===== src/rtl/fifo_blk_ctrl.sv =====
// -----------------------------------------------------------------------------
// fifo_blk_ctrl
//   Synchronous first-word-fall-through FIFO controller that drives an external
//   dual-port block RAM with a 1-cycle registered read. The controller owns the
//   write/read pointers and the committed-word count. It prefetches RAM words
//   into a 2-entry output buffer (head + skid), which hides the read latency and
//   sustains one word per clock.
//
// Ports
//   clk, reset             single rising-edge clock, synchronous active-high reset
//   in_data/in_valid/      write stream; a word is accepted when in_valid && in_ready
//     in_ready
//   out_data/out_valid/    read stream; the head word is popped when
//     out_ready              out_valid && out_ready
//   level                  words held: RAM + in-flight read + output buffer
//   ram_we/ram_wr_addr/    RAM write port (address = write pointer)
//     ram_wr_data
//   ram_rd_addr            RAM read address (= read pointer), sampled every edge
//   ram_rd_data            RAM read data, valid one clock after the address is sampled
// -----------------------------------------------------------------------------
module fifo_blk_ctrl #(
  parameter int unsigned DATAWIDTH = 8,
  parameter int unsigned ADDRWIDTH = 9
) (
  input  logic                 clk,
  input  logic                 reset,
  input  logic [DATAWIDTH-1:0] in_data,
  input  logic                 in_valid,
  output logic                 in_ready,
  output logic [DATAWIDTH-1:0] out_data,
  output logic                 out_valid,
  input  logic                 out_ready,
  output logic [ADDRWIDTH+1:0] level,
  output logic                 ram_we,
  output logic [ADDRWIDTH-1:0] ram_wr_addr,
  output logic [DATAWIDTH-1:0] ram_wr_data,
  output logic [ADDRWIDTH-1:0] ram_rd_addr,
  input  logic [DATAWIDTH-1:0] ram_rd_data
);

  localparam int unsigned DEPTH = 2 ** ADDRWIDTH;
  localparam int unsigned LVLW  = ADDRWIDTH + 1;  // ram_level spans 0..DEPTH
  localparam int unsigned TOTW  = ADDRWIDTH + 2;  // total level spans 0..DEPTH+2
  localparam logic [LVLW-1:0] RAM_FULL = LVLW'(DEPTH);

  logic [ADDRWIDTH-1:0] wr_ptr_q, wr_ptr_d;
  logic [ADDRWIDTH-1:0] rd_ptr_q, rd_ptr_d;
  logic [LVLW-1:0]      ram_level_q, ram_level_d;
  logic                 infl_q, infl_d;
  logic [DATAWIDTH-1:0] head_q, head_d;
  logic [DATAWIDTH-1:0] skid_q, skid_d;
  logic [1:0]           occ_q, occ_d;
  logic [TOTW-1:0]      level_q, level_d;

  logic       push;
  logic       pop;
  logic       rd_issue;
  logic [2:0] pending;  // output-buffer occupancy next cycle, before any new issue

  // Handshake outputs come straight from registered state (plus reset for in_ready).
  assign in_ready    = !reset && (ram_level_q != RAM_FULL);
  assign out_valid   = (occ_q != 2'd0);
  assign out_data    = head_q;
  assign level       = level_q;

  assign ram_we      = push;
  assign ram_wr_addr = wr_ptr_q;
  assign ram_wr_data = in_data;
  assign ram_rd_addr = rd_ptr_q;

  // Next-state logic for pointers, counts and the output buffer.
  always_comb begin
    push        = in_valid && in_ready;
    pop         = out_valid && out_ready;
    pending     = {1'b0, occ_q} + {2'b00, infl_q} - {2'b00, pop};
    // Issue only if the word will still have a slot when it lands next cycle.
    rd_issue    = (ram_level_q != '0) && (pending < 3'd2);

    wr_ptr_d    = wr_ptr_q;
    rd_ptr_d    = rd_ptr_q;
    ram_level_d = ram_level_q;
    infl_d      = rd_issue;
    head_d      = head_q;
    skid_d      = skid_q;
    occ_d       = pending[1:0];

    if (push) begin
      wr_ptr_d = wr_ptr_q + ADDRWIDTH'(1);
    end
    if (rd_issue) begin
      rd_ptr_d = rd_ptr_q + ADDRWIDTH'(1);
    end

    unique case ({push, rd_issue})
      2'b10:   ram_level_d = ram_level_q + LVLW'(1);
      2'b01:   ram_level_d = ram_level_q - LVLW'(1);
      default: ram_level_d = ram_level_q;
    endcase

    // Pop shifts skid into head; returning read data fills the first free slot.
    if (pop && (occ_q == 2'd2)) begin
      head_d = skid_q;
      if (infl_q) begin
        skid_d = ram_rd_data;
      end
    end else if (infl_q) begin
      if ((occ_q == 2'd0) || pop) begin
        head_d = ram_rd_data;
      end else begin
        skid_d = ram_rd_data;
      end
    end

    level_d = TOTW'(ram_level_d) + TOTW'(infl_d) + TOTW'(occ_d);
  end

  // State registers; reset also drops any read that is still in flight.
  always_ff @(posedge clk) begin
    if (reset) begin
      wr_ptr_q    <= '0;
      rd_ptr_q    <= '0;
      ram_level_q <= '0;
      infl_q      <= 1'b0;
      head_q      <= '0;
      skid_q      <= '0;
      occ_q       <= 2'd0;
      level_q     <= '0;
    end else begin
      wr_ptr_q    <= wr_ptr_d;
      rd_ptr_q    <= rd_ptr_d;
      ram_level_q <= ram_level_d;
      infl_q      <= infl_d;
      head_q      <= head_d;
      skid_q      <= skid_d;
      occ_q       <= occ_d;
      level_q     <= level_d;
    end
  end

endmodule


===== config.mk =====
export PLATFORM = sky130hd
export DESIGN_NAME = fifo_blk_ctrl
export DESIGN_NICKNAME = d
export VERILOG_FILES = /design/src/rtl/fifo_blk_ctrl.sv
export SDC_FILE = /design/constraint.sdc
export NUM_CORES = 1
export LEC_CHECK = 0
export CORE_MARGIN = 4
export CORE_UTILIZATION = 43
export CTS_BUF_LIST = sky130_fd_sc_hd__clkbuf_8 sky130_fd_sc_hd__clkbuf_16
export DETAILED_ROUTE_END_ITERATION = 10
export GPL_ROUTABILITY_DRIVEN = 0
export GPL_TIMING_DRIVEN = 0
export PLACE_DENSITY_LB_ADDON = 0.12
export RECOVER_POWER = 25
export REMOVE_ABC_BUFFERS = 1
export SYNTH_ARGS = -nofsm -noshare
export SYNTH_HDL_FRONTEND = slang
export SYNTH_SLANG_ARGS = --single-unit

===== constraint.sdc =====
create_clock -name clk -period 9.5 [get_ports clk]
set_input_delay 0.95 -clock clk [delete_from_list [all_inputs] [get_ports clk]]
set_output_delay 0.95 -clock clk [all_outputs]
set_load 0.1 [all_outputs]

After elaboration in Yosys (flattened, before gate mapping)
Cells that the tools add are included.
W data, S select, Z words.
{"block": "word_totals", "reg_bits": 58, "input_bits": 20, "output_inout_bits": 48, "word_cells": 44}
{"block": "op_classes", "add_sub_neg": 8, "n_lt_le_gt_ge": 1, "n_eq_ne": 5, "n_mux": 8, "n_reduce_logical": 14}
{"cell": "$mux W8", "n": 7}
{"cell": "$pmux W10 S2", "n": 1}
{"cell": "$add A9 B1 Y9 const B", "n": 2}
{"cell": "$add A10 B1 Y11", "n": 1}
{"cell": "$add A11 B2 Y11", "n": 1}
{"cell": "$add A10 B1 Y10 const B", "n": 1}
{"cell": "$ne A10 B10 Y1 const B", "n": 1}
{"cell": "$reduce_bool A10 Y1", "n": 1}
{"cell": "$sub A10 B1 Y10 const B", "n": 1}
{"cell": "$reduce_bool A2 Y1", "n": 3}
{"cell": "$logic_and A1 B1 Y1", "n": 5}
{"cell": "$eq A2 B2 Y1 const B", "n": 2}
{"cell": "$reduce_and A2 Y1", "n": 2}
{"cell": "$add A2 B1 Y3", "n": 1}
{"cell": "$lt A3 B2 Y1 const B", "n": 1}
{"cell": "$sub A3 B1 Y3", "n": 1}
{"cell": "$eq A2 B1 Y1 const B", "n": 1}
{"cell": "$logic_not A2 Y1", "n": 1}
{"cell": "$ne A2 B2 Y1 const B", "n": 1}
{"cell": "$logic_not A1 Y1", "n": 1}
{"cell": "$logic_or A1 B1 Y1", "n": 1}

Logic depth before layout (Yosys ltp)
Gate-level depths: netlist of run 1.
{"block": "logic_depth", "ltp_word": 9, "ltp_mapped": 20, "mapped_depth_nobuf": 17}

Least setup slack after synthesis of run 1
No wires, ideal clock.
{"block": "synth_path", "path_type": "input-to-reg", "start": "in reset", "end": "reg level_q[9] (netlist: level[9])", "setup_time_ps": 121, "arrival_ps": 5375, "setup_slack_ps": 4004, "cell_stages": 11, "path_buffers": 0, "cell_sequence": "a41oi_1 nand2_1 ha_1 ha_1 a21oi_1 o22ai_1 or3b_4 or3_4 nor3_1 nand3b_1 mux2_4"}
{"block": "synth_via", "elab_chain_len": 7, "word_cells_on_any_way": 8, "cone_classes": "2 x add/sub; 2 x eq/ne; 1 x mux; 3 x reduce/logical"}
{"element": "start: declaration", "line_no": "26", "source": "input logic reset,"}
{"element": "$logic_not A1 Y1", "line_no": "61", "source": "assign in_ready = !reset && (ram_level_q != RAM_FULL);"}
{"element": "$logic_and A1 B1 Y1", "line_no": "61"}
{"element": "$logic_and A1 B1 Y1", "line_no": "73", "source": "push = in_valid && in_ready;"}
{"element": "$eq A2 B1 Y1 / $eq A2 B2 Y1 (equally long branches)", "line_no": "94", "source": "unique case ({push, rd_issue})"}
{"element": "$pmux W10 S2", "line_no": "94"}
{"element": "$add A10 B1 Y11", "line_no": "114", "source": "level_d = TOTW'(ram_level_d) + TOTW'(infl_d) + TOTW'(occ_d);"}
{"element": "$add A11 B2 Y11", "line_no": "114"}
{"element": "end signal: assignment", "line_no": "136", "source": "level_q <= level_d;"}
{"element": "end: declaration", "line_no": "53", "source": "logic [TOTW-1:0] level_q, level_d;"}
Parallel ways exist; a longest one is shown, timed or not.
A chain may end at the register's enable or synchronous reset.

Worst setup path after layout of run 1
Ends and elaborated chain as after synthesis.

==> impl_metrics.toml, run 1 <==
[floorplanning]
ios = 68
start_util_pct = 45.2
die_y_um = 90.4
num_rows = 29
core-area_mm2 = 0.00646
dieArea_mm2 = 0.00817
die_x_um = 90.4

[routing]
dr.pass1.iters = 4
wl_per_cell_um = 13.6
via_per_inst = 5.30
drtIter0Drc = 94
wl_um = 6160
num_vias = 2395
ant_nets = 0
drc_errors = 0

[clock_tree]
clock_sinks = 58
cts_tree = "built"
root_buffer = "clkbuf_8"
cts_resized = 0
post_cts_buffers = 0
clkSlewWorstSetupHoldPaths_ns = 0.06
ctsHoldBuffers = 0
clkLatencyLatePin_ns = 0.33
cts_buffers = 9
htree_num_levels = 3
cts_buffer_depth = 2

[finish]
n_fill_cell = 608
synthToLayoutAreaGrowth_pct = 22.2
post-route-util_pct = 55.3
fin_nets = 408
n_antenna_cell = 0
finalInstanceArea_mm2 = 0.00357
drive_gt1_share_pct = 6.40

[global_route]
grt_pass1_wl_um = 10700
busiest_layer = "met2"
overflow = 0
grt_max_degree = 42
grt_pass1_vias = 2289
use_met3_pct = 6.42
grtUsageMet2_pct = 23.9
grt_usage_pct = 15.9
antenna_found_initial = 0
met1_usage_pct = 20.5

[synthesis]
synth_area_mm2 = 0.00292
synth_top_family_by_area = "simple AND/OR/NAND/NOR gates"
muxShareOfSynthArea_pct = 5.31
synth-compound-area-share_pct = 10.8
yosysSeqAreaShare_pct = 39.8
synth-edff-count = 0
yosysWarningCount = 0
synthSimpleGateAreaFrac_pct = 23.5
ys_ff_latch = 58
yosys.area_share.adder_pct = 8.31
syn_inst = 327
async_flop_share_pct = 0
synth_xor_area_share_pct = 7.20
yosys_most_used_dff = "dfxtp_1"
ys_types = 52
avgSynthCellArea_um2 = 8.93

[worst_setup_path]
path_max_fanout = 41
endpoint_kind = "register"
timing.rr.start = "occ_q[1]"
crit_start = "reset"
path_class = "in2reg"
critPathLaunchType = "primary input"
cp.arrival_ns = 6.36
cp.required_ns = 9.72

[sta]
max_freq_mhz = 163
tightest_slew_ns = 1.84
post-route-period-util_pct = 64.7
slew_headroom_pct = -22.4
rsz0062_at_grt = "false"
fin_setup_tns_ns = 0
min_period_ns = 6.14
finalMaxSlewViolations = 42
setup_viol = 0
fin_skew_ns = 0.00946
report.final.hold_viol_count = 0

[placed_design]
port_buffers = 51
place_area_mm2 = 0.00344
dp_hpwl_um = 4400

[status]
outcome = "finished, violations left"
violations = "max-capacitance violations, max-slew violations"

[flow_run]
cap_violations = 1

[hold_path]
min-delay-start = "skid_q[4]"
hold_path_class = "reg2reg"
## synth_stat cells, types with 7 or more instances
| master | number | area, um2 |
|---|---|---|
| nor2b_1 | 7 | 43.8 |
| buf_4 | 9 | 67.6 |
| nand2_1 | 34 | 128 |
| a21oi_1 | 9 | 45.0 |
| o21ai_0 | 7 | 35.0 |
| xor2_1 | 16 | 140 |
| mux2i_1 | 14 | 140 |
| dfxtp_1 | 58 | 1160 |
| xnor2_1 | 8 | 70.1 |
| nor2_1 | 55 | 206 |
| a311oi_1 | 8 | 70.1 |
| inv_1 | 9 | 33.8 |
| ha_1 | 13 | 163 |
## final timing paths
kind	endpoint	slack, ns	cells past startpoint
hold / removal	out_data[4]	0.46	2
setup reg to reg	level[9]	4.27	13
setup / recovery	level[9]	3.36	13
hold reg to reg	out_data[4]	0.46	2
## routing by layer
metal / part of all wire (%) / vias up
li1: - / 1219
met1: 48 / 1098
met2: 45 / 66
met3: 5.0 / 12
met4: 1.6 / 0
met5: 0 / -
## final cells by class
class | instances | area [um2] | share of cell area [%]
Clock buffer | 9 | 124 | 3.47
Clock inverter | 6 | 27.5 | 0.771
Inverter | 11 | 41.3 | 1.16
Multi-Input combinational cell | 239 | 1610 | 45.1
Sequential cell | 58 | 1160 | 32.5
Tap cell | 77 | 96.3 | 2.70
Timing Repair Buffer | 52 | 508 | 14.2
## placed cells by master (no fill, tap or decap), types with 2 or more instances in the layout
cell type and n:
nand2_1 34, dfxtp_1 58, a221o_1 2, nand3_1 6, clkbuf_8 9, nand4_1 6, o21ai_0 7, mux2i_1 14
clkinv_1 2, clkbuf_1 2, ha_1 13, nand3b_1 2, a21o_1 2, a21oi_1 9, nor2_1 55, or3_1 6
clkinv_2 4, nor4_1 3, or2_2 2, and3_1 2, o2111ai_1 2, nor2b_1 7, xor2_1 16, nor4b_1 2
a41oi_1 2, clkdlybuf4s50_1 49, a311oi_1 8, inv_1 11, xnor2_1 8, nor3_1 6, fa_1 4
## through the flow
step | setup slack (ns) | std cells | hold slack (ns)
3_5_place_dp | 3.30 | 437 | 0.468
6_report | 3.36 | 452 | 0.463
5_1_grt | 2.82 | 452 | 0.500
2_1_floorplan | 4.00 | 308 | 0.449
4_1_cts | 3.65 | 452 | 0.471
3_3_place_gp | 2.92 | 436 | 0.461
## flip-flops by register name (all words and copies together) (netlist names)
register	cells
level	11
ram_level_q	10
ram_rd_addr	9
ram_wr_addr	9
out_data	8
skid_q	8
occ_q	2
infl_q	1
## critical path, cell delays in order
cell and delay, ns:
clkbuf_1 0.60, clkbuf_1 1.38, a41oi_1 0.19, nand2_1 0.28, ha_1 0.52, ha_1 0.40
a21oi_1 0.33, o21ai_0 0.29, a221oi_2 0.38, xor2_1 0.11, a211oi_1 0.45, nor2_1 0.10
mux2_4 0.33
## logic make-up (layout without fill, tap and decap cells)
group,after synthesis,in the layout
flops,58,58
buf+inv,30,78
fa+ha+maj,17,17
xor+xnor,24,24
compound gates,42,42
mux,15,15
simple gates,141,141
Power of run 1 is left out: the tool's default activity adds up to more than one toggle a clock period on the data nets, which glitch-free logic cannot reach.
==> inputs of run 2 (changes only) <==
Clock period 9.5 ns to 5.25 ns, I/O delays scaled along.
==> impl_metrics.toml, run 2 (synthesis gave the netlist of run 1 again) <==
[routing]
dr.pass1.iters = 4
ant_nets = 0
via_per_inst = 5.29
drc_errors = 0
wl_per_cell_um = 13.8
wl_um = 6220
num_vias = 2393
drtIter0Drc = 92

[placed_design]
port_buffers = 51
dp_hpwl_um = 4400
dp_slack_ns = -0.520
dp_cells = 437

[clock_tree]
cts_tree = "built"
clkSlewWorstSetupHoldPaths_ns = 0.06
htree_num_levels = 3
cts_buffer_depth = 2
clock_sinks = 58
root_buffer = "clkbuf_8"
cts_buffers = 9
ctsHoldBuffers = 0
clkLatencyLatePin_ns = 0.34

[global_route]
grt_max_degree = 42
grt_usage_pct = 15.9
grt_pass1_wl_um = 10700
overflow = 0
antenna_found_initial = 0
grt_pass1_vias = 2287

[floorplanning]
dieArea_mm2 = 0.00817
die_y_um = 90.4
num_rows = 29
core-area_mm2 = 0.00646
ios = 68
start_util_pct = 45.2
die_x_um = 90.4

[worst_setup_path]
cp_top_family = "simple AND/OR/NAND/NOR gates"
path_max_fanout = 12
cp.required_ns = 5.47
reg2regPathDepth = 15
cp_cell_sequence = "clkdlybuf4s50_1 > nand3_2 > o21ai_0 > ha_1 > inv_1 > fa_1 > o211a_2 > ha_4 > ha_1 > a21oi_1 > o22ai_1 > or3b_4 > or3_4 > nor3_1 > nand3b_1 > mux2_4"
path_class = "in2reg"
crit_path_max_incr_delay_ns = 0.59
crit_buf_inv = 2
rrSetupSlack_ns = 0.57
cpMostUsedCell = "ha_1"
critPathLaunchType = "primary input"
cp_slowest_cell = "fa_1"
endpoint_kind = "register"
reg2reg_to = "level[9]"
cp.arrival_ns = 5.18
timing.rr.start = "occ_q[1]"

[sta]
post-route-period-util_pct = 94.5
setup_viol = 0
fin_hold_ws_ns = 0.464
fin_skew_ns = 0.00948
layout_setup_ws_ns = 0.289
finalMaxSlewViolations = 0
max_freq_mhz = 202
tightest_slew_ns = 1.03
min_period_ns = 4.96
report.final.hold_viol_count = 0
slew_headroom_pct = 31.1

[finish]
mostFrequentLayoutCell = "dfxtp_1"
multi_input_area_mm2 = 0.00163
synthToLayoutAreaGrowth_pct = 23.7
n_fill_cell = 604
largest_reg_flops = 11
fin_cells = 452
final_cell_mix = "dfxtp_1 (58), nor2_1 (55), clkdlybuf4s50_1 (50)"
seq_area_mm2 = 0.00116
fin_nets = 408
drive_gt1_share_pct = 8.27
n_antenna_cell = 0

[hold_path]
min-delay-start = "skid_q[4]"
whs_path_depth = 2
min_to = "out_data[4]"
hold_path_class = "reg2reg"

[flow_run]
cap_violations = 0

[status]
outcome = "completed"
-- run 2: layer usage --
layer  wire length (um)  global-route usage (%)
met4                 93                    5.74
met1               2970                    20.4
met2               2850                    23.9
met3                302                    6.42
met5                  0                       0
-- run 2: final cells by class --
cell class,instances,area share [%]
clock buffer,9,3.43
clock inverter,6,0.762
inverter,11,1.18
multi-input combinational,239,45.3
sequential,58,32.2
tap,77,2.67
timing repair buffer,52,14.6
-- run 2: worst max path at each step --
stage | slack, ns | from | endpoint | cells past startpoint
2_1_floorplan | 0.11 | ram_level_q[0] | level[9] | 12
3_3_place_gp | -0.90 | reset | level[9] | 12
3_5_place_dp | -0.52 | out_ready | level[9] | 14
4_1_cts | 0.02 | out_ready | level[9] | 16
5_1_grt | -0.03 | out_ready | level[10] | 15
6_report | 0.29 | out_ready | level[9] | 16
-- run 2: stage by stage --
stage | utilization [%] | cell area [um2] | TNS (ns)
4_1_cts | 55.6 | 3590 | 0
3_3_place_gp | 53.0 | 3420 | -7.50
5_1_grt | 55.9 | 3610 | -0.0445
6_report | 55.9 | 3610 | 0
3_5_place_dp | 53.2 | 3440 | -2.68
2_1_floorplan | - | 2810 | 0
-- run 2: worst reg2reg max path: stages (launching register included) --
cell and delay [ns]:
dfxtp_1 0.46, nand3_2 0.27, o21ai_0 0.15, ha_1 0.17
inv_1 0.05, fa_1 0.59, o211a_2 0.36, ha_4 0.28
ha_1 0.34, a21oi_1 0.33, o22ai_1 0.14, or3b_4 0.44
or3_4 0.43, nor3_1 0.14, nand3b_1 0.12, mux2_4 0.31
-- run 2: repair_timing --
item,4_1_cts,5_1_grt
setup endpoints to repair,4,6
buffers inserted,0,0
resized for setup,2,4
Power of run 2 is left out for the same reason.
==> inputs of run 3 (changes only) <==
Settings changed: CORE_MARGIN 4 to 2.
==> impl_metrics.toml, run 3 (synthesis gave the netlist of run 1 again) <==
[clock_tree]
root_buffer = "clkbuf_8"
cts_buffer_depth = 2
clkLatencyLatePin_ns = 0.33
clock_sinks = 58
cts_buffers = 9
clkSlewWorstSetupHoldPaths_ns = 0.07
cts_tree = "built"
htree_num_levels = 3

[routing]
ant_nets = 0
wl_per_cell_um = 13.5
via_per_inst = 5.18
drtIter0Drc = 117
dr.pass1.iters = 4
num_vias = 2363
drc_errors = 0
wl_um = 6160

[floorplanning]
die_x_um = 86.4
start_util_pct = 43.7
dieArea_mm2 = 0.00747
die_y_um = 86.4
num_rows = 30
core-area_mm2 = 0.00668
ios = 68

[worst_setup_path]
crit_start = "out_ready"
cp.required_ns = 5.43
path_class = "in2reg"
critPathLaunchType = "primary input"
cp.arrival_ns = 5.00
endpoint_kind = "register"
timing.rr.start = "occ_q[1]"
path_max_fanout = 12

[sta]
tightest_slew_ns = 1.02
fin_skew_ns = 0.00793
post-route-period-util_pct = 91.9
report.final.hold_viol_count = 0
rsz0062_at_grt = "false"
setup_viol = 0
slew_headroom_pct = 31.7
max_freq_mhz = 207
min_period_ns = 4.82
fin_setup_tns_ns = 0
finalMaxSlewViolations = 0

[finish]
finalInstanceArea_mm2 = 0.00368
synthToLayoutAreaGrowth_pct = 26.0
n_antenna_cell = 0
final_cell_mix = "dfxtp_1 (58), nor2_1 (55), clkdlybuf4s50_1 (50)"
n_fill_cell = 614
largest_reg_flops = 11
drive_gt1_share_pct = 8.78
fin_nets = 408
mostFrequentLayoutCell = "dfxtp_1"

[global_route]
grt_pass1_vias = 2188
grt_usage_pct = 17.0
overflow = 0
grt_max_degree = 44
grt_pass1_wl_um = 10200
antenna_found_initial = 0

[placed_design]
port_buffers = 51
dp_hpwl_um = 4260
place_area_mm2 = 0.00344

[hold_path]
min-delay-start = "skid_q[7]"
hold_path_class = "reg2reg"

[flow_run]
cap_violations = 0

[status]
outcome = "completed"
## run 3: area by class of cell
cell class | count | area (um2) | area share (%)
multi-input combinational | 239 | 1650 | 44.7
sequential | 58 | 1160 | 31.6
timing repair buffer | 52 | 524 | 14.3
clock buffer | 11 | 151 | 4.12
tap | 80 | 100 | 2.72
clock inverter | 5 | 53.8 | 1.46
inverter | 11 | 42.5 | 1.16
## run 3: critical path, cell delays in order
cell	delay [ns]
clkdlybuf4s50_1	0.57
nand3_2	0.25
o21ai_0	0.16
ha_1	0.17
inv_1	0.05
fa_1	0.55
o211a_4	0.25
ha_4	0.23
ha_1	0.45
o211ai_1	0.19
o2111ai_1	0.19
or3b_4	0.43
or3_4	0.43
nor4_1	0.31
xor2_1	0.18
nor2_1	0.06
## run 3: metrics by stage
step	utilization [%]	instances	hold slack (ns)	setup WS, ns
4_1_cts	54.7	456	0.479	0.0282
3_3_place_gp	51.3	439	0.461	-0.829
5_1_grt	55.1	456	0.498	0.0967
6_report	55.1	456	0.478	0.427
2_1_floorplan	-	308	0.449	0.109
3_5_place_dp	51.5	440	0.469	-0.623
## run 3: layer usage
metal	GRT usage (%)	vias to the layer above	routed length, um
li1	-	1219	-
met3	4.67	2	276
met2	25.2	59	2720
met4	6.82	0	27
met5	0	-	0
met1	23.4	1083	3140
## run 3: path summary, 6_finish.rpt
| check | endpoint | slack [ns] | depth (start not counted) |
|---|---|---|---|
| min | out_data[7] | 0.48 | 2 |
| max reg2reg | level[7] | 0.70 | 15 |
| max | level[7] | 0.43 | 16 |
| min reg2reg | out_data[7] | 0.48 | 2 |
## run 3: repair_timing
| action | in CTS | in global routing |
|---|---|---|
| gates resized for setup | 3 | 5 |
| buffers inserted | 0 | 0 |
| setup endpoints to repair | 6 | 6 |
| hold buffers | 0 | 0 |
| pin swaps | 0 | 0 |
Power of run 3 is left out for the same reason.
